[config.mk]
export PLATFORM = sky130hd
export DESIGN_NAME = uart_rx
export DESIGN_NICKNAME = d
export VERILOG_FILES = /design/src/rtl/uart_rx.sv
export SDC_FILE = /design/constraint.sdc
export NUM_CORES = 1
export LEC_CHECK = 0
export CAP_MARGIN = 30
export CORE_ASPECT_RATIO = 1.75
export CORE_MARGIN = 4
export CORE_UTILIZATION = 45
export CTS_BUF_LIST = sky130_fd_sc_hd__clkbuf_4 sky130_fd_sc_hd__clkbuf_8
export CTS_CLUSTER_DIAMETER = 100
export DETAILED_ROUTE_END_ITERATION = 8
export PLACE_DENSITY_LB_ADDON = 0.08
export SLEW_MARGIN = 20
export SYNTH_ARGS = -nofsm -noshare
export SYNTH_HDL_FRONTEND = slang
export SYNTH_SLANG_ARGS = --single-unit
[constraint.sdc]
create_clock -name clk -period 6 [get_ports clk]
set_input_delay 1.2 -clock clk [delete_from_list [all_inputs] [get_ports clk]]
set_output_delay 1.2 -clock clk [all_outputs]
set_load 0.005 [all_outputs]
[src/rtl/uart_rx.sv]
// uart_rx: UART receiver that deserialises 8-bit frames and writes each byte into a memory ring.
// Build option: define UART_RX_PARITY_EN for an even-parity bit between the data and stop bits.
module uart_rx #(
   parameter int unsigned M_WIDTH     = 32,
   parameter logic [15:0] DEFAULT_DIV = 16'd868,
   parameter logic [1:0]  MEM_ACC_8   = 2'b00
) (
   input  logic               clk,
   input  logic               rst,
   input  logic               reg_req,
   input  logic               reg_we,
   input  logic [1:0]         reg_select,
   input  logic [M_WIDTH-1:0] reg_data_in,
   output logic [M_WIDTH-1:0] reg_data_out,
   output logic               reg_ready,
   output logic               rx_mem_req,
   output logic [M_WIDTH-1:0] rx_mem_addr,
   output logic [1:0]         rx_mem_width,
   output logic [M_WIDTH-1:0] rx_mem_data_out,
   input  logic               rx_mem_ready,
   input  logic               rx
);
   typedef enum logic [2:0] {StIdle, StStart, StData, StParity, StStop, StWaitHigh} state_e;

   state_e             state_q, state_d;
   logic               sync1_q, rxs_q, rxs_prev_q;
   logic [15:0]        cnt_q, cnt_d;
   logic [2:0]         bit_q, bit_d;
   logic [7:0]         shift_q, shift_d;
   logic               par_bad_q, par_bad_d;
   logic               en_q, en_d;
   logic [15:0]        div_q, div_d, buf_len_q, buf_len_d, wr_idx_q, wr_idx_d;
   logic [M_WIDTH-1:0] buf_addr_q, buf_addr_d, mem_addr_q, mem_addr_d, rdata_q, rdata_d;
   logic [7:0]         mem_byte_q, mem_byte_d;
   logic               pending_q, pending_d, ready_q, ready_d;
   logic               overrun_q, overrun_d, frame_err_q, frame_err_d;
   logic               parity_err_q, parity_err_d;

   logic               reg_acc, wr_ctrl, wr_addr, wr_len, wr_status;
   logic [M_WIDTH-1:0] rd_word;
   logic [15:0]        div_eff, idx_inc;
   logic               cnt_exp, mem_hs, byte_done, frame_set, parity_set, overrun_set;

   // Register decode; a held request is accepted only every other cycle.
   always_comb begin
      reg_acc   = reg_req & ~ready_q;
      wr_ctrl   = reg_acc & reg_we & (reg_select == 2'd0);
      wr_addr   = reg_acc & reg_we & (reg_select == 2'd1);
      wr_len    = reg_acc & reg_we & (reg_select == 2'd2);
      wr_status = reg_acc & reg_we & (reg_select == 2'd3);
      rd_word   = '0;
      unique case (reg_select)
         2'd0: begin
            rd_word[31:16] = div_q;
            rd_word[0]     = en_q;
         end
         2'd1: rd_word = buf_addr_q;
         2'd2: rd_word[15:0] = buf_len_q;
         default: begin
            rd_word[15:0] = wr_idx_q;
            rd_word[16]   = overrun_q;
            rd_word[17]   = frame_err_q;
            rd_word[18]   = pending_q;
            rd_word[19]   = parity_err_q;
         end
      endcase
      rdata_d    = (reg_acc & ~reg_we) ? rd_word : '0;
      ready_d    = reg_acc;
      en_d       = wr_ctrl ? reg_data_in[0] : en_q;
      div_d      = wr_ctrl ? reg_data_in[31:16] : div_q;
      buf_addr_d = wr_addr ? reg_data_in : buf_addr_q;
      buf_len_d  = wr_len ? reg_data_in[15:0] : buf_len_q;
   end

   // Receive FSM
   always_comb begin
      div_eff    = (div_q < 16'd4) ? 16'd4 : div_q;
      cnt_exp    = (cnt_q <= 16'd1);
      state_d    = state_q;
      cnt_d      = cnt_exp ? cnt_q : cnt_q - 16'd1;
      bit_d      = bit_q;
      shift_d    = shift_q;
      par_bad_d  = par_bad_q;
      byte_done  = 1'b0;
      frame_set  = 1'b0;
      parity_set = 1'b0;
      if (!en_q) begin
         state_d = StIdle;
      end else begin
         unique case (state_q)
            StIdle: begin
               if (rxs_prev_q & ~rxs_q) begin
                  state_d = StStart;
                  cnt_d   = div_eff >> 1;
               end
            end
            StStart: begin
               if (cnt_exp) begin
                  state_d   = rxs_q ? StIdle : StData;
                  cnt_d     = div_eff;
                  bit_d     = 3'd0;
                  par_bad_d = 1'b0;
               end
            end
            StData: begin
               if (cnt_exp) begin
                  shift_d = {rxs_q, shift_q[7:1]};
                  cnt_d   = div_eff;
                  bit_d   = bit_q + 3'd1;
                  if (bit_q == 3'd7) begin
`ifdef UART_RX_PARITY_EN
                     state_d = StParity;
`else
                     state_d = StStop;
`endif
                  end
               end
            end
`ifdef UART_RX_PARITY_EN
            StParity: begin
               if (cnt_exp) begin
                  par_bad_d  = (^shift_q) ^ rxs_q;
                  parity_set = (^shift_q) ^ rxs_q;
                  cnt_d      = div_eff;
                  state_d    = StStop;
               end
            end
`endif
            StStop: begin
               if (cnt_exp) begin
                  if (rxs_q) begin
                     byte_done = ~par_bad_q;
                     state_d   = StIdle;
                  end else begin
                     frame_set = 1'b1;
                     state_d   = StWaitHigh;
                  end
               end
            end
            StWaitHigh: begin
               if (rxs_q) state_d = StIdle;
            end
            default: state_d = StIdle;
         endcase
      end
   end

   // Holding register and ring index
   always_comb begin
      mem_hs      = pending_q & rx_mem_ready;
      idx_inc     = wr_idx_q + 16'd1;
      pending_d   = pending_q;
      mem_addr_d  = mem_addr_q;
      mem_byte_d  = mem_byte_q;
      wr_idx_d    = wr_idx_q;
      overrun_set = 1'b0;
      if (mem_hs) begin
         pending_d = 1'b0;
         wr_idx_d  = (idx_inc == buf_len_q) ? 16'd0 : idx_inc;
      end
      if (byte_done && (buf_len_q != 16'd0)) begin
         if (pending_q && !mem_hs) begin
            overrun_set = 1'b1;
         end else begin
            pending_d  = 1'b1;
            mem_byte_d = shift_q;
            mem_addr_d = buf_addr_q + {{(M_WIDTH-16){1'b0}}, wr_idx_d};
         end
      end
      if (wr_addr) wr_idx_d = '0;
      // A flag being set wins over a coincident write-1-clear.
      overrun_d    = (overrun_q & ~(wr_status & reg_data_in[16])) | overrun_set;
      frame_err_d  = (frame_err_q & ~(wr_status & reg_data_in[17])) | frame_set;
      parity_err_d = (parity_err_q & ~(wr_status & reg_data_in[19])) | parity_set;
   end

   always_ff @(posedge clk or negedge rst) begin
      if (!rst) begin
         state_q      <= StIdle;
         sync1_q      <= 1'b1;
         rxs_q        <= 1'b1;
         rxs_prev_q   <= 1'b1;
         cnt_q        <= '0;
         bit_q        <= '0;
         shift_q      <= '0;
         par_bad_q    <= 1'b0;
         en_q         <= 1'b0;
         div_q        <= DEFAULT_DIV;
         buf_addr_q   <= '0;
         buf_len_q    <= '0;
         wr_idx_q     <= '0;
         mem_addr_q   <= '0;
         mem_byte_q   <= '0;
         pending_q    <= 1'b0;
         rdata_q      <= '0;
         ready_q      <= 1'b0;
         overrun_q    <= 1'b0;
         frame_err_q  <= 1'b0;
         parity_err_q <= 1'b0;
      end else begin
         state_q      <= state_d;
         sync1_q      <= rx;
         rxs_q        <= sync1_q;
         rxs_prev_q   <= rxs_q;
         cnt_q        <= cnt_d;
         bit_q        <= bit_d;
         shift_q      <= shift_d;
         par_bad_q    <= par_bad_d;
         en_q         <= en_d;
         div_q        <= div_d;
         buf_addr_q   <= buf_addr_d;
         buf_len_q    <= buf_len_d;
         wr_idx_q     <= wr_idx_d;
         mem_addr_q   <= mem_addr_d;
         mem_byte_q   <= mem_byte_d;
         pending_q    <= pending_d;
         rdata_q      <= rdata_d;
         ready_q      <= ready_d;
         overrun_q    <= overrun_d;
         frame_err_q  <= frame_err_d;
         parity_err_q <= parity_err_d;
      end
   end

   assign reg_data_out    = rdata_q;
   assign reg_ready       = ready_q;
   assign rx_mem_req      = pending_q;
   assign rx_mem_addr     = mem_addr_q;
   assign rx_mem_width    = MEM_ACC_8;
   assign rx_mem_data_out = {{(M_WIDTH-8){1'b0}}, mem_byte_q};
endmodule

Word-level counts from Yosys, hierarchy flattened

Index checks and enable logic that the tools add are counted.

Register bits after elaboration: 191
Bits of input ports: 40
Output and inout bits: 100
Word-level logic and storage cells: 119

$add $sub $neg: 4
$lt $le $gt $ge: 2
Equality and inequality tests: 17
Multiplexer cells: 40
Bitwise logic cells: 24
Reductions and logical operators: 12

Operator list:

| kind                                                 | number |
|---|---|
| 2-to-1 mux 16 bit                                    | 8 |
| case mux 15 bit (3 select lines)                     | 1 |
| adder 32 x 16 -> 32 bit                              | 1 |
| 2-to-1 mux 32 bit                                    | 1 |
| case mux 16 bit (2 select lines)                     | 1 |
| 2-to-1 mux 3 bit                                     | 10 |
| case mux 12 bit (2 select lines)                     | 1 |
| inequality test 3 bit, second input constant         | 6 |
| adder 16 x 1 -> 16 bit, second input constant        | 1 |
| equality test 16 bit                                 | 1 |
| <= comparator 16 x 1 -> 1 bit, second input constant | 1 |
| < comparator 16 x 3 -> 1 bit, second input constant  | 1 |
| nonzero test 16 bit                                  | 1 |
| subtractor 16 x 1 -> 16 bit, second input constant   | 1 |
| bitwise AND 1 bit                                    | 15 |
| case mux 3 bit (5 select lines)                      | 1 |
| 2-to-1 mux 1 bit                                     | 13 |
| case mux 4 bit (3 select lines)                      | 1 |
| equality test 3 bit, second input constant           | 3 |
| inverter 1 bit                                       | 7 |
| case mux 3 bit (2 select lines)                      | 1 |
| AND reduction 6 bit                                  | 1 |
| equality test 2 bit, second input constant           | 2 |
| inequality test 2 bit, second input constant         | 2 |
| 16 further kinds                                     | 18 |

Longest topological paths before layout

Gate-level depths: netlist of the first run.

Depth after elaboration: 8
Depth in mapped cells: 20
Depth with buffers taken out: 18

Worst setup path after synthesis of the first run

No wires, ideal clock.

Kind: reg-to-reg
Start: reg wr_idx_q[1]
End: reg mem_addr_q[26], in the netlist rx_mem_addr[26]
Library setup time: 0.123 ns
Arrival: 4.402 ns
Required time: 5.877 ns
Slack: 1.475 ns
Cell stages (with the launch flop): 21
Buffers on the path: 2
Clock period less this slack: 4.525 ns
Cells stage by stage: dfrtp_1 > ha_1 > clkbuf_1 > nand2_1 > or4_1 > xnor2_1 > nor2_1 > nand4_1 > buf_2 > o21ai_1 > o21ai_0 > ha_1 > inv_1 > fa_1 > nor2b_1 > o31ai_1 > a2111oi_0 > o2111ai_1 > a211oi_1 > xnor2_1 > a21oi_1

Longest elaborated chain between the ends: 5

Ends and longest elaborated chain:

| element                     | line | text |
|---|---|---|
| from (decl)                 | 32   | `logic [15:0] div_q, div_d, buf_len_q, buf_len_d, wr_idx_q, wr_idx_d;` |
| from (signal assigned)      | 213  | `wr_idx_q <= wr_idx_d;` |
| adder 16 x 1 -> 16 bit      | 151  | `idx_inc = wr_idx_q + 16'd1;` |
| equality test 16 bit        | 159  | `wr_idx_d = (idx_inc == buf_len_q) ? 16'd0 : idx_inc;` |
| 2-to-1 mux 16 bit           | 159  |  |
| 2-to-1 mux 16 bit (*)       | 157  | `if (mem_hs) begin` |
| adder 32 x 16 -> 32 bit (*) | 167  | `mem_addr_d = buf_addr_q + {{(M_WIDTH-16){1'b0}}, wr_idx_d};` |
| to (signal assigned)        | 214  | `mem_addr_q <= mem_addr_d;` |
| to (decl)                   | 33   | `logic [M_WIDTH-1:0] buf_addr_q, buf_addr_d, mem_addr_q, mem_addr_d, rdata_q, rdata_d;` |

Mark *: on every way between the ends. The rest lies on a longest branch, timed or not.
A chain may end at the register's enable or synchronous reset.

Worst setup path after layout of the first run

Start: reg wr_idx_q[0]
End: reg mem_addr_q[26], in the netlist rx_mem_addr[26]

The elaborated chain is that of the path after synthesis.

==> results of run 1 <==
==> stage by stage <==
stage	instances	hold WS [ns]	util, %	setup WS [ns]	total power [mW]
after floorplan	1119	0.345	-	1.48	2.26
after global placement	1463	0.362	51.3	0.987	2.58
after detailed placement	1465	0.361	51.4	0.862	2.59
after CTS	1497	0.361	53.2	0.843	3.52
after global routing	1498	0.363	53.3	0.338	3.66
final	1498	0.361	53.3	0.820	3.48
==> cells in the mapped netlist, types with 6 or more instances <==
cell type    n  area, sq um
a211oi_1     7         52.6
a21oi_1     30          150
a22o_1      10         87.6
a22oi_1     20          150
a31oi_1     16          100
and2_1      14         87.6
and3_1       6         37.5
buf_1        6         22.5
buf_2       11         55.1
buf_4       28          210
clkbuf_1    46          173
dfrtp_1    183         4580
dfstp_2      8          210
ha_1        21          263
inv_1       18         67.6
mux2_2      87          980
mux2i_1     20          200
nand2_1    125          469
nand2b_1     8         50.1
nand3_1     25          125
nand4_1     10         62.6
nor2_1     101          379
nor2b_1     16          100
nor3_1      35          175
nor4_1       9         56.3
o211ai_1     9         67.6
o21ai_0     48          240
o22ai_1     14         87.6
o31ai_1     14          105
or4_1       13         97.6
xnor2_1     43          377
xor2_1      20          175
==> layer usage <==
metal / part of all wire, % / global-route usage [%] / wire length, um / vias to the layer above
li1: - / - / - / 4000
met1: 36 / 25.0 / 11500 / 4174
met2: 55 / 46.4 / 17600 / 198
met3: 2.9 / 4.04 / 933 / 67
met4: 5.4 / 13.1 / 1710 / 0
met5: 0 / 0 / 0 / -
==> layout make-up <==
type	count	area, sq um
multi-input combinational	816	5440
inverter	18	67.6
clock inverter	12	158
tap	304	380
fill	2171	10900
sequential	191	4790
clock buffer	20	269
timing repair buffer	137	1330
==> state kept, by name (all words and copies together), names as in the netlist, 3 cells and up <==
register / cells
state_q: 3
shift_q: 8
buf_addr_q: 32
bit_q: 3
rx_mem_addr: 32
div_q: 16
cnt_q: 16
mem_byte_q: 8
wr_idx_q: 16
buf_len_q: 16
reg_data_out: 32
==> path summary, 6_finish.rpt <==
path	from	to	cells past startpoint
setup / recovery	wr_idx_q[0]$_DFF_PN0_	rx_mem_addr[26]$_DFFE_PN0P_	20
hold / removal	sync1_q$_DFF_PN1_	rxs_q$_DFF_PN1_	0
setup reg to reg	wr_idx_q[0]$_DFF_PN0_	rx_mem_addr[26]$_DFFE_PN0P_	20
hold reg to reg	sync1_q$_DFF_PN1_	rxs_q$_DFF_PN1_	0
max in group asynchronous	rst	shift_q[3]$_DFFE_PN0P_	2
min in group asynchronous	rst	reg_data_out[3]$_DFF_PN0_	1
==> worst max-delay path: stages, from the launching register on <==
cell and delay, ns:
dfrtp_1 0.51, ha_1 0.41, nand2_1 0.16, or4_1 0.61
xnor2_1 0.19, nor2_1 0.06, nand4_1 0.08, buf_4 0.19
o21ai_1 0.10, o21ai_0 0.19, ha_1 0.19, inv_1 0.05
fa_1 0.40, nor2b_1 0.17, o31ai_1 0.09, buf_4 0.15
a2111oi_0 0.59, o2111ai_1 0.33, a211oi_1 0.32, xnor2_1 0.15
a21oi_1 0.08
==> power by group <==
part / internal (mW) / switching [mW]
Sequential: 1.47 / 0.269
Clock: 0.440 / 0.478
Combinational: 0.395 / 0.435
==> cells by family (layout without fill, tap and decap cells) <==
| family | count (synthesis) | in the layout | share of synthesized area, % |
|---|---|---|---|
| buffers and inverters | 112 | 187 | 5.21 |
| adders and majority gates | 22 | 22 | 2.65 |
| DFF | 191 | 191 | 44.9 |
| and+or+nand+nor | 394 | 394 | 18.2 |
| AOI/OAI and AO/OA | 203 | 203 | 12.5 |
| other | 1 | 26 | 0.0352 |
| xor gates and xnor gates | 63 | 63 | 5.18 |
| muxes | 108 | 108 | 11.3 |
==> key figures, run 1 <==
Power and ir drop
  – Reported leakage power: around 5.4 nW
  – Maximum vdd ir drop: ~0.16 mV
  – PD cells: 280 nW/um^2

Detailed routing
  – Antenna viol nets, final: 0
  – Detailed-route wire length: around 32000 um
  – DRC: 0
  – DRT iter0 DRCs: 570
  – Via count: 8439
  – Wire length per cell after detailed routing: between 20 and 25 um
  – Length of the first detailed-routing pass in iterations: 5
  – Post-DR vias/cell: 5.63

Critical path
  – Launching element type of the critical path: flip-flop
  – CP Data Arrival Time: about 5.6 ns
  – CP Data Required Time: between 6 and 7 ns
  – Type of the setup path with the least slack: reg -> reg
  – Flop-to-flop setup slack: just over 0.8 ns
  – Largest fanout of any net on the critical path: 10
  – Element type at the critical path end: flip-flop

Cells and area
  – Ratio of cells with drive above 1 in the final layout: around 14%
  – Most common cell after layout, fill and taps aside: dfrtp_1
  – NumNets Final: around 1200
  – Layout area overhead: 16.6%
  – Highest-count cells in the layout ignoring fill and taps: dfrtp_1, nand2_1, clkdlybuf4s50_1
  – Final design instance area without fill: ~12000 sq um
  – N_diodes: 0

Clocking
  – Setup fix buffers added after clock tree synthesis: 0
  – Root Driver: clkbuf_8
  – Number of gates given a new drive strength after cts: 0
  – Post-CTS clock slew at the launch and capture registers of the worst setup and hold paths: roughly 0.10 ns
  – Latest clock arrival within the worst-skew pair: 0.51 ns
  – Number of sinks handled by clock tree synthesis: ~190
  – CTS tree: done
  – Cts bufs inserted: 17
  – Max H-tree Level: 4
  – Number of buffers on the longest clock path: 2
  – Number of hold-repair buffers added at the cts stage: 0

Floorplan
  – Standard cell core area: roughly 23000 sq um
  – Height of the die: roughly 210 um
  – Rows: 74
  – Initial core utilization: 45.7%
  – Number of top-level pins: 140
  – Horiz. Die Dim: approximately 120 um
  – Area enclosed by the die boundary: 26300 sq um

Placement
  – Count of port buffers added during placement: roughly 110
  – Placed Area: about 12000 sq um
  – Routability cong.: 0.970
  – Post-detailed-placement half-perimeter wirelength: about 24000 um

Global routing
  – Number of global-route vias before repair: ~8700
  – First-pass GRT wire length: approximately 50000 um
  – Total congestion overflow after global routing: 0
  – Largest net degree at the start of global routing: 118
  – Initial antenna violation count: 0
  – Total routing usage reported by global routing: between 20% and 30%

STA
  – Measured slew at the worst slew-check pin: 0.953 ns
  – Final Slew Violations: 0
  – Setup TNS after final layout: 0 ns
  – Max transition margin: around 36%
  – Number of endpoints failing setup at the final stage: 0
  – Post-route clock skew: 0.0177 ns
  – Unrepaired setup endpoints after global routing: false
  – Final count of hold timing violations: 0
  – Achievable Freq: just under 200 MHz
  – Period Utilization, post-route: between 80 and 90%
  – Final min period: approximately 5.2 ns

Synth
  – Post-synth top flop: dfrtp_1
  – Post-synthesis instance total: roughly 1100
  – Proportion of register bits with asynchronous set or reset after synthesis: 100%
  – Combined area of all synthesized cells: 10700 sq um
  – Register area share after synthesis: approximately 45%
  – Number of flops mapped to enable cells by yosys: 0
  – Synthesized area per cell: a little under 10 sq um
  – Flop and latch count out of synthesis: between 150 and 200
  – YS warnings: 0
  – Netlist cell types: 69

Flow run
  – Max-cap violation count: 0

Hold path
  – Worst Hold Class: reg -> reg

Status
  – Result of the run: finished clean
Note: power is estimated with default switching activity, not from simulation.
==> inputs of run 2 (changes only) <==
--- a/config.mk
+++ b/config.mk
@@ -9,9 +9,9 @@
 export CORE_ASPECT_RATIO = 1.75
 export CORE_MARGIN = 4
 export CORE_UTILIZATION = 45
-export CTS_BUF_LIST = sky130_fd_sc_hd__clkbuf_4 sky130_fd_sc_hd__clkbuf_8
 export CTS_CLUSTER_DIAMETER = 100
 export DETAILED_ROUTE_END_ITERATION = 8
+export HOLD_SLACK_MARGIN = 0.06
 export PLACE_DENSITY_LB_ADDON = 0.08
 export SLEW_MARGIN = 20
 export SYNTH_ARGS = -nofsm -noshare
==> run 2 against run 1 <==
Highest routed layer unchanged. Clock power up 29%. Final cell count about the same. Wire length up 0.13%. Power up 7.9%.
==> key figures, run 2 (synthesis results as in run 1) <==
Detailed routing
  – Length of the first detailed-routing pass in iterations: 6 (+1)
  – DRT iter0 DRCs: 591 (+3.7%)
  – Wire length per cell after detailed routing: 21.3 um (about the same)
  – Antenna viol nets, final: 0 (unchanged)
  – Post-DR vias/cell: 5.67 (+0.67%)
  – Detailed-route wire length: 31900 um (+0.13%)
  – Via count: 8501 (+0.73%)
  – DRC: 0 (unchanged)

Global routing
  – Largest net degree at the start of global routing: 118 (unchanged)
  – Initial antenna violation count: 0 (unchanged)
  – Total routing usage reported by global routing: 24.4% (+0.16 points)
  – First-pass GRT wire length: 49300 um (+0.15%)
  – Number of global-route vias before repair: 8669 (+0.15%)
  – Total congestion overflow after global routing: 0 (unchanged)

Clocking
  – Latest clock arrival within the worst-skew pair: 0.46 ns (-0.05 ns)
  – Number of hold-repair buffers added at the cts stage: 0 (unchanged)
  – Number of buffers on the longest clock path: 2 (unchanged)
  – Cts bufs inserted: 17 (unchanged)
  – Setup fix buffers added after clock tree synthesis: 0 (unchanged)
  – Root Driver: clkbuf_16
  – Number of sinks handled by clock tree synthesis: 191 (unchanged)
  – CTS tree: done
  – Post-CTS clock slew at the launch and capture registers of the worst setup and hold paths: 0.07 ns (-0.03 ns)
  – Number of gates given a new drive strength after cts: 0 (unchanged)
  – Max H-tree Level: 4 (unchanged)

Critical path
  – Critical path origin: wr_idx_q[0]$_DFF_PN0_
  – Launching element type of the critical path: flip-flop
  – Slowest library cell on the worst path: or4_1
  – RR Startpoint: wr_idx_q[0]$_DFF_PN0_
  – Largest fanout of any net on the critical path: 10 (unchanged)
  – CP Data Arrival Time: 5.51 ns (-0.04 ns)
  – Series of cell instances along the critical path: ha_1 > nand2_1 > or4_1 > xnor2_1 > nor2_1 > nand4_1 > buf_4 > o21ai_1 > o21ai_0 > ha_1 > inv_1 > fa_1 > nor2b_1 > o31ai_1 > buf_4 > a2111oi_0 > o2111ai_1 > a211oi_1 > xnor2_1 > a21oi_1
  – Element type at the critical path end: flip-flop
  – Type of the setup path with the least slack: reg -> reg
  – Peak per-stage delay on the critical path: 0.62 ns (about the same)
  – CP Data Required Time: 6.31 ns (-0.06 ns)

Hold path
  – Launch instance of the worst min-delay path: sync1_q$_DFF_PN1_
  – Worst Hold Class: reg -> reg

Placement
  – Routability cong.: 0.970 (unchanged)
  – Post-detailed-placement half-perimeter wirelength: 24100 um (unchanged)
  – Count of port buffers added during placement: 113 (unchanged)
  – Placed Area: 12000 sq um (unchanged)

STA
  – Final count of hold timing violations: 0 (unchanged)
  – Post-route clock skew: 0.0148 ns (-0.00286 ns)
  – Unrepaired setup endpoints after global routing: false
  – Number of endpoints failing setup at the final stage: 0 (unchanged)
  – Measured slew at the worst slew-check pin: 0.959 ns (+0.00620 ns)
  – Period Utilization, post-route: 86.6% (+0.23 points)
  – Setup TNS after final layout: 0 ns (unchanged)
  – Final Slew Violations: 0 (unchanged)
  – Final min period: 5.19 ns (+0.0137 ns)
  – Worst hold slack after final layout: 0.356 ns (-0.00506 ns)
  – Max transition margin: 35.5% (-0.42 points)
  – Achievable Freq: 193 MHz (-0.26%)

Power and ir drop
  – Reported leakage power: 5.46 nW (+1.6%)
  – PD cells: 298 nW/um^2 (+6.3%)
  – Maximum vdd ir drop: 0.247 mV (+54%)
  – Power Total: 3.76 mW (+7.9%)

Cells and area
  – Most common cell after layout, fill and taps aside: dfrtp_1
  – NumNets Final: 1244 (+0.080%)
  – N_diodes: 0 (unchanged)
  – Highest-count cells in the layout ignoring fill and taps: dfrtp_1, nand2_1, clkdlybuf4s50_1
  – Final design instance area without fill: 12600 sq um (+1.6%)
  – Layout area overhead: 18.4%
  – Ratio of cells with drive above 1 in the final layout: 14.5% (about the same)

Floorplan
  – Height of the die: 212 um (unchanged)
  – Number of top-level pins: 140 (unchanged)
  – Horiz. Die Dim: 124 um (unchanged)
  – Initial core utilization: 45.7% (unchanged)
  – Area enclosed by the die boundary: 26300 sq um (unchanged)
  – Rows: 74 (unchanged)
  – Standard cell core area: 23300 sq um (unchanged)

Flow run
  – Max-cap violation count: 0 (unchanged)

Status
  – Result of the run: finished clean
==> run 2: stage by stage <==
stage | utilization [%] | worst slack [ns] | std cells
after floorplan | - | 1.48 | 1119
after global placement | 51.3 | 0.987 | 1463
after detailed placement | 51.4 | 0.862 | 1465
after CTS | 54.0 | 0.844 | 1497
after global routing | 54.1 | 0.332 | 1499
final | 54.1 | 0.806 | 1499
==> run 2: cell type report <==
cell class              instances  area [sq um]
multi-input cells             816          5440
fillers                      2148         10700
inverters                      18          67.6
clock inverters                12           158
well taps                     304           380
clock buffers                  20           457
repair buffers                138          1340
flip-flops and latches        191          4790
==> run 2: worst paths after layout <==
check | depth (start not counted) | slack [ns] | end
max | 20 | 0.81 | rx_mem_addr[26]$_DFFE_PN0P_
min | 0 | 0.36 | rxs_q$_DFF_PN1_
max reg2reg | 20 | 0.81 | rx_mem_addr[26]$_DFFE_PN0P_
min reg2reg | 0 | 0.36 | rxs_q$_DFF_PN1_
max in group asynchronous | 2 | 4.15 | shift_q[3]$_DFFE_PN0P_
min in group asynchronous | 1 | 0.76 | reg_data_out[3]$_DFF_PN0_
==> run 2: metal layers <==
metal  vias to the layer above  global-route usage, %  routed length (um)
met5                         -                      0                   0
met4                         0                   13.9                1720
met3                        72                   3.99                1000
met2                       211                   46.5               17700
met1                      4207                   25.1               11500
li1                       4011                      -                   -
==> run 2: report_power, final <==
part | leakage (nW) | total, mW | internal [mW] | switching (mW)
registers | 2.45 | 1.74 | 1.47 | 0.269
logic | 2.71 | 0.832 | 0.396 | 0.436
clock network | 0.293 | 1.19 | 0.679 | 0.512
total | 5.46 | 3.76 | 2.54 | 1.22
==> run 2: worst max-delay path: cells and delay by family (launching register included) <==
| family | cells | cell delay [ns] |
|---|---|---|
| AO/OA/AOI/OAI | 7 | 1.69 |
| AND/OR/NAND/NOR | 5 | 1.09 |
| adder cells (fa/ha/maj) | 3 | 1.02 |
| flip-flops | 1 | 0.51 |
| buffers and inverters | 3 | 0.39 |
| XOR/XNOR | 2 | 0.34 |
==> inputs of run 3 (changes only) <==
--- a/config.mk
+++ b/config.mk
@@ -8,7 +8,7 @@
 export CAP_MARGIN = 30
 export CORE_ASPECT_RATIO = 1.75
 export CORE_MARGIN = 4
-export CORE_UTILIZATION = 45
+export CORE_UTILIZATION = 56
 export CTS_CLUSTER_DIAMETER = 100
 export DETAILED_ROUTE_END_ITERATION = 8
 export HOLD_SLACK_MARGIN = 0.06
==> run 3 against run 2 <==
Sequential cell count unchanged. Sequential share of layout area is 0.15 points higher. Clock power hardly changed. Critical path depth unchanged. Final cell count down 4.3%. Global-route usage is 4.8 points higher. Via count barely moved. Core utilization increased by 13 points. Critical path type unchanged. Largest power group unchanged. Highest routed layer unchanged.
==> key figures, run 3 (synthesis results as in run 1) <==
Status
  – Result of the run: finished clean

Hold path
  – Launch instance of the worst min-delay path: sync1_q$_DFF_PN1_
  – Hold Crit Depth: 0 (unchanged)
  – End of the worst hold path: rxs_q$_DFF_PN1_
  – Worst Hold Class: reg -> reg

Placement
  – Count of port buffers added during placement: 113 (unchanged)
  – Post-detailed-placement half-perimeter wirelength: 23200 um (-3.5%)
  – Placed Area: 11900 sq um (-0.66%)
  – Routability cong.: 0.999 (+2.9%)
  – Placed cell count: 1400 (-4.4%)

Global routing
  – Total congestion overflow after global routing: 0 (unchanged)
  – Number of global-route vias before repair: 8835 (+1.9%)
  – Global routing's busiest layer: met2
  – GR Util met3: 4.57% (+0.58 points)
  – Total routing usage reported by global routing: 29.3% (+4.8 points)
  – Largest net degree at the start of global routing: 109 (-7.6%)
  – Initial antenna violation count: 0 (unchanged)
  – Met2 capacity usage during global routing: 55.3% (+8.8 points)
  – First-pass GRT wire length: 48200 um (-2.1%)
  – M1 GR Usage: 30.3% (+5.2 points)

Cells and area
  – Final design instance area without fill: 12600 sq um (-0.41%)
  – Flip-flop and latch area: 4790 sq um (unchanged)
  – Area taken by multi-input logic gates: 5440 sq um (+0.12%)
  – N_diodes: 0 (unchanged)
  – Final-layout fill cell count: 1563 (-27%)
  – NumNets Final: 1246 (+0.16%)
  – Ratio of cells with drive above 1 in the final layout: 14.7% (+0.23 points)
  – Layout area overhead: 17.9%
  – Most common cell after layout, fill and taps aside: dfrtp_1
  – Final Non-Filler Cells: 1435 (-4.3%)
  – Highest-count cells in the layout ignoring fill and taps: dfrtp_1, nand2_1, clkdlybuf4s50_1

Clocking
  – Number of hold-repair buffers added at the cts stage: 0 (unchanged)
  – Max H-tree Level: 4 (unchanged)
  – CTS tree: done
  – Number of buffers on the longest clock path: 2 (unchanged)
  – Number of gates given a new drive strength after cts: 0 (unchanged)
  – Cts bufs inserted: 17 (unchanged)
  – Root Driver: clkbuf_16
  – Number of sinks handled by clock tree synthesis: 191 (unchanged)
  – Latest clock arrival within the worst-skew pair: 0.45 ns (about the same)
  – Setup fix buffers added after clock tree synthesis: 0 (unchanged)
  – Post-CTS clock slew at the launch and capture registers of the worst setup and hold paths: 0.07 ns (about the same)

STA
  – Unrepaired setup endpoints after global routing: false
  – Final Slew Violations: 0 (unchanged)
  – Measured slew at the worst slew-check pin: 1.00 ns (+0.0425 ns)
  – Number of endpoints failing setup at the final stage: 0 (unchanged)
  – Post-route clock skew: 0.00998 ns (-0.00487 ns)
  – Final count of hold timing violations: 0 (unchanged)
  – Final min period: 5.43 ns (+0.235 ns)
  – Setup TNS after final layout: 0 ns (unchanged)
  – Achievable Freq: 184 MHz (-4.3%)
  – Period Utilization, post-route: 90.5% (+3.9 points)
  – Max transition margin: 32.6% (-2.9 points)

Power and ir drop
  – PD cells: 298 nW/um^2 (about the same)
  – Reported leakage power: 5.47 nW (+0.27%)
  – Maximum vdd ir drop: 0.204 mV (-17%)
  – Power Total: 3.74 mW (-0.41%)

Critical path
  – CP Data Required Time: 6.34 ns (+0.03 ns)
  – Flop-to-flop setup slack: 0.57 ns (-0.23 ns)
  – Type of the setup path with the least slack: reg -> reg
  – Launching element type of the critical path: flip-flop
  – Largest fanout of any net on the critical path: 22 (+12)
  – RR Startpoint: wr_idx_q[0]$_DFF_PN0_
  – CP Data Arrival Time: 5.77 ns (+0.26 ns)
  – Worst-case reg-to-reg path depth: 20 (unchanged)
  – Element type at the critical path end: flip-flop
  – FF-to-FF End: rx_mem_addr[26]$_DFFE_PN0P_

Detailed routing
  – DRT iter0 DRCs: 509 (-14%)
  – Length of the first detailed-routing pass in iterations: 5 (-1)
  – Post-DR vias/cell: 5.93 (+4.5%)
  – Via count: 8506 (+0.059%)
  – DRC: 0 (unchanged)
  – Wire length per cell after detailed routing: 21.3 um (+0.30%)
  – Detailed-route wire length: 30600 um (-4.0%)
  – Antenna viol nets, final: 0 (unchanged)

Floorplan
  – Horiz. Die Dim: 112 um (-9.7%)
  – Height of the die: 191 um (-10%)
  – Number of top-level pins: 140 (unchanged)
  – Standard cell core area: 18700 sq um (-20%)
  – Rows: 66 (-11%)
  – Area enclosed by the die boundary: 21400 sq um (-19%)
  – Initial core utilization: 57.1% (+11 points)

Flow run
  – Max-cap violation count: 0 (unchanged)
## run 3: cell types whose count changed in the layout (fill, tap and decap cells not counted), sizes merged
cell / change
buf: +3
clkbuf: -3
inv: +3
clkinvlp: -1
## run 3: stage by stage
step                hold slack, ns  utilization [%]  setup slack, ns
global placement             0.361             63.8            0.791
detailed placement           0.357             63.9            0.632
CTS                          0.373             67.1            0.582
floorplan                    0.345                -             1.48
finish                       0.371             67.4            0.572
global route                 0.382             67.4            0.161
## run 3: layer usage
metal	routed length [um]	part of all wire, %
met5	0	0
met4	1640	5.4
met3	978	3.2
met2	17200	56
met1	10800	35
## run 3: worst max path at each step
stage | from | end
global route | wr_idx_q[0]$_DFF_PN0_ | rx_mem_addr[26]$_DFFE_PN0P_
global placement | wr_idx_q[0]$_DFF_PN0_ | rx_mem_addr[26]$_DFFE_PN0P_
detailed placement | wr_idx_q[0]$_DFF_PN0_ | rx_mem_addr[26]$_DFFE_PN0P_
CTS | wr_idx_q[0]$_DFF_PN0_ | rx_mem_addr[26]$_DFFE_PN0P_
floorplan | wr_idx_q[1]$_DFF_PN0_ | rx_mem_addr[26]$_DFFE_PN0P_
finish | wr_idx_q[0]$_DFF_PN0_ | rx_mem_addr[26]$_DFFE_PN0P_
## run 3: where the power goes
group	internal [mW]	switching, mW
combinational	0.396	0.425
clock	0.664	0.525
sequential	1.47	0.267
## run 3: cell type report
cell class              instances  share of cell area, %
well taps                     238                   2.37
clock buffers                  18                   3.41
inverters                      18                  0.537
multi-input cells             816                   43.3
clock inverters                14                   1.44
flip-flops and latches        191                   38.1
repair buffers                140                   10.8
## run 3: worst max-delay path, cell delays in order (launching register included)
cell and delay, ns:
dfrtp_1 0.52, ha_1 0.41, nand2_1 0.18, or4_1 0.63, xnor2_1 0.19, nor2_1 0.06, nand4_1 0.06, buf_4 0.25
o21ai_1 0.12, o21ai_0 0.19, ha_1 0.19, inv_1 0.05, fa_1 0.41, nor2b_1 0.19, o31ai_1 0.09, buf_4 0.15
a2111oi_0 0.67, o2111ai_1 0.35, a211oi_1 0.36, xnor2_1 0.16, a21oi_1 0.08
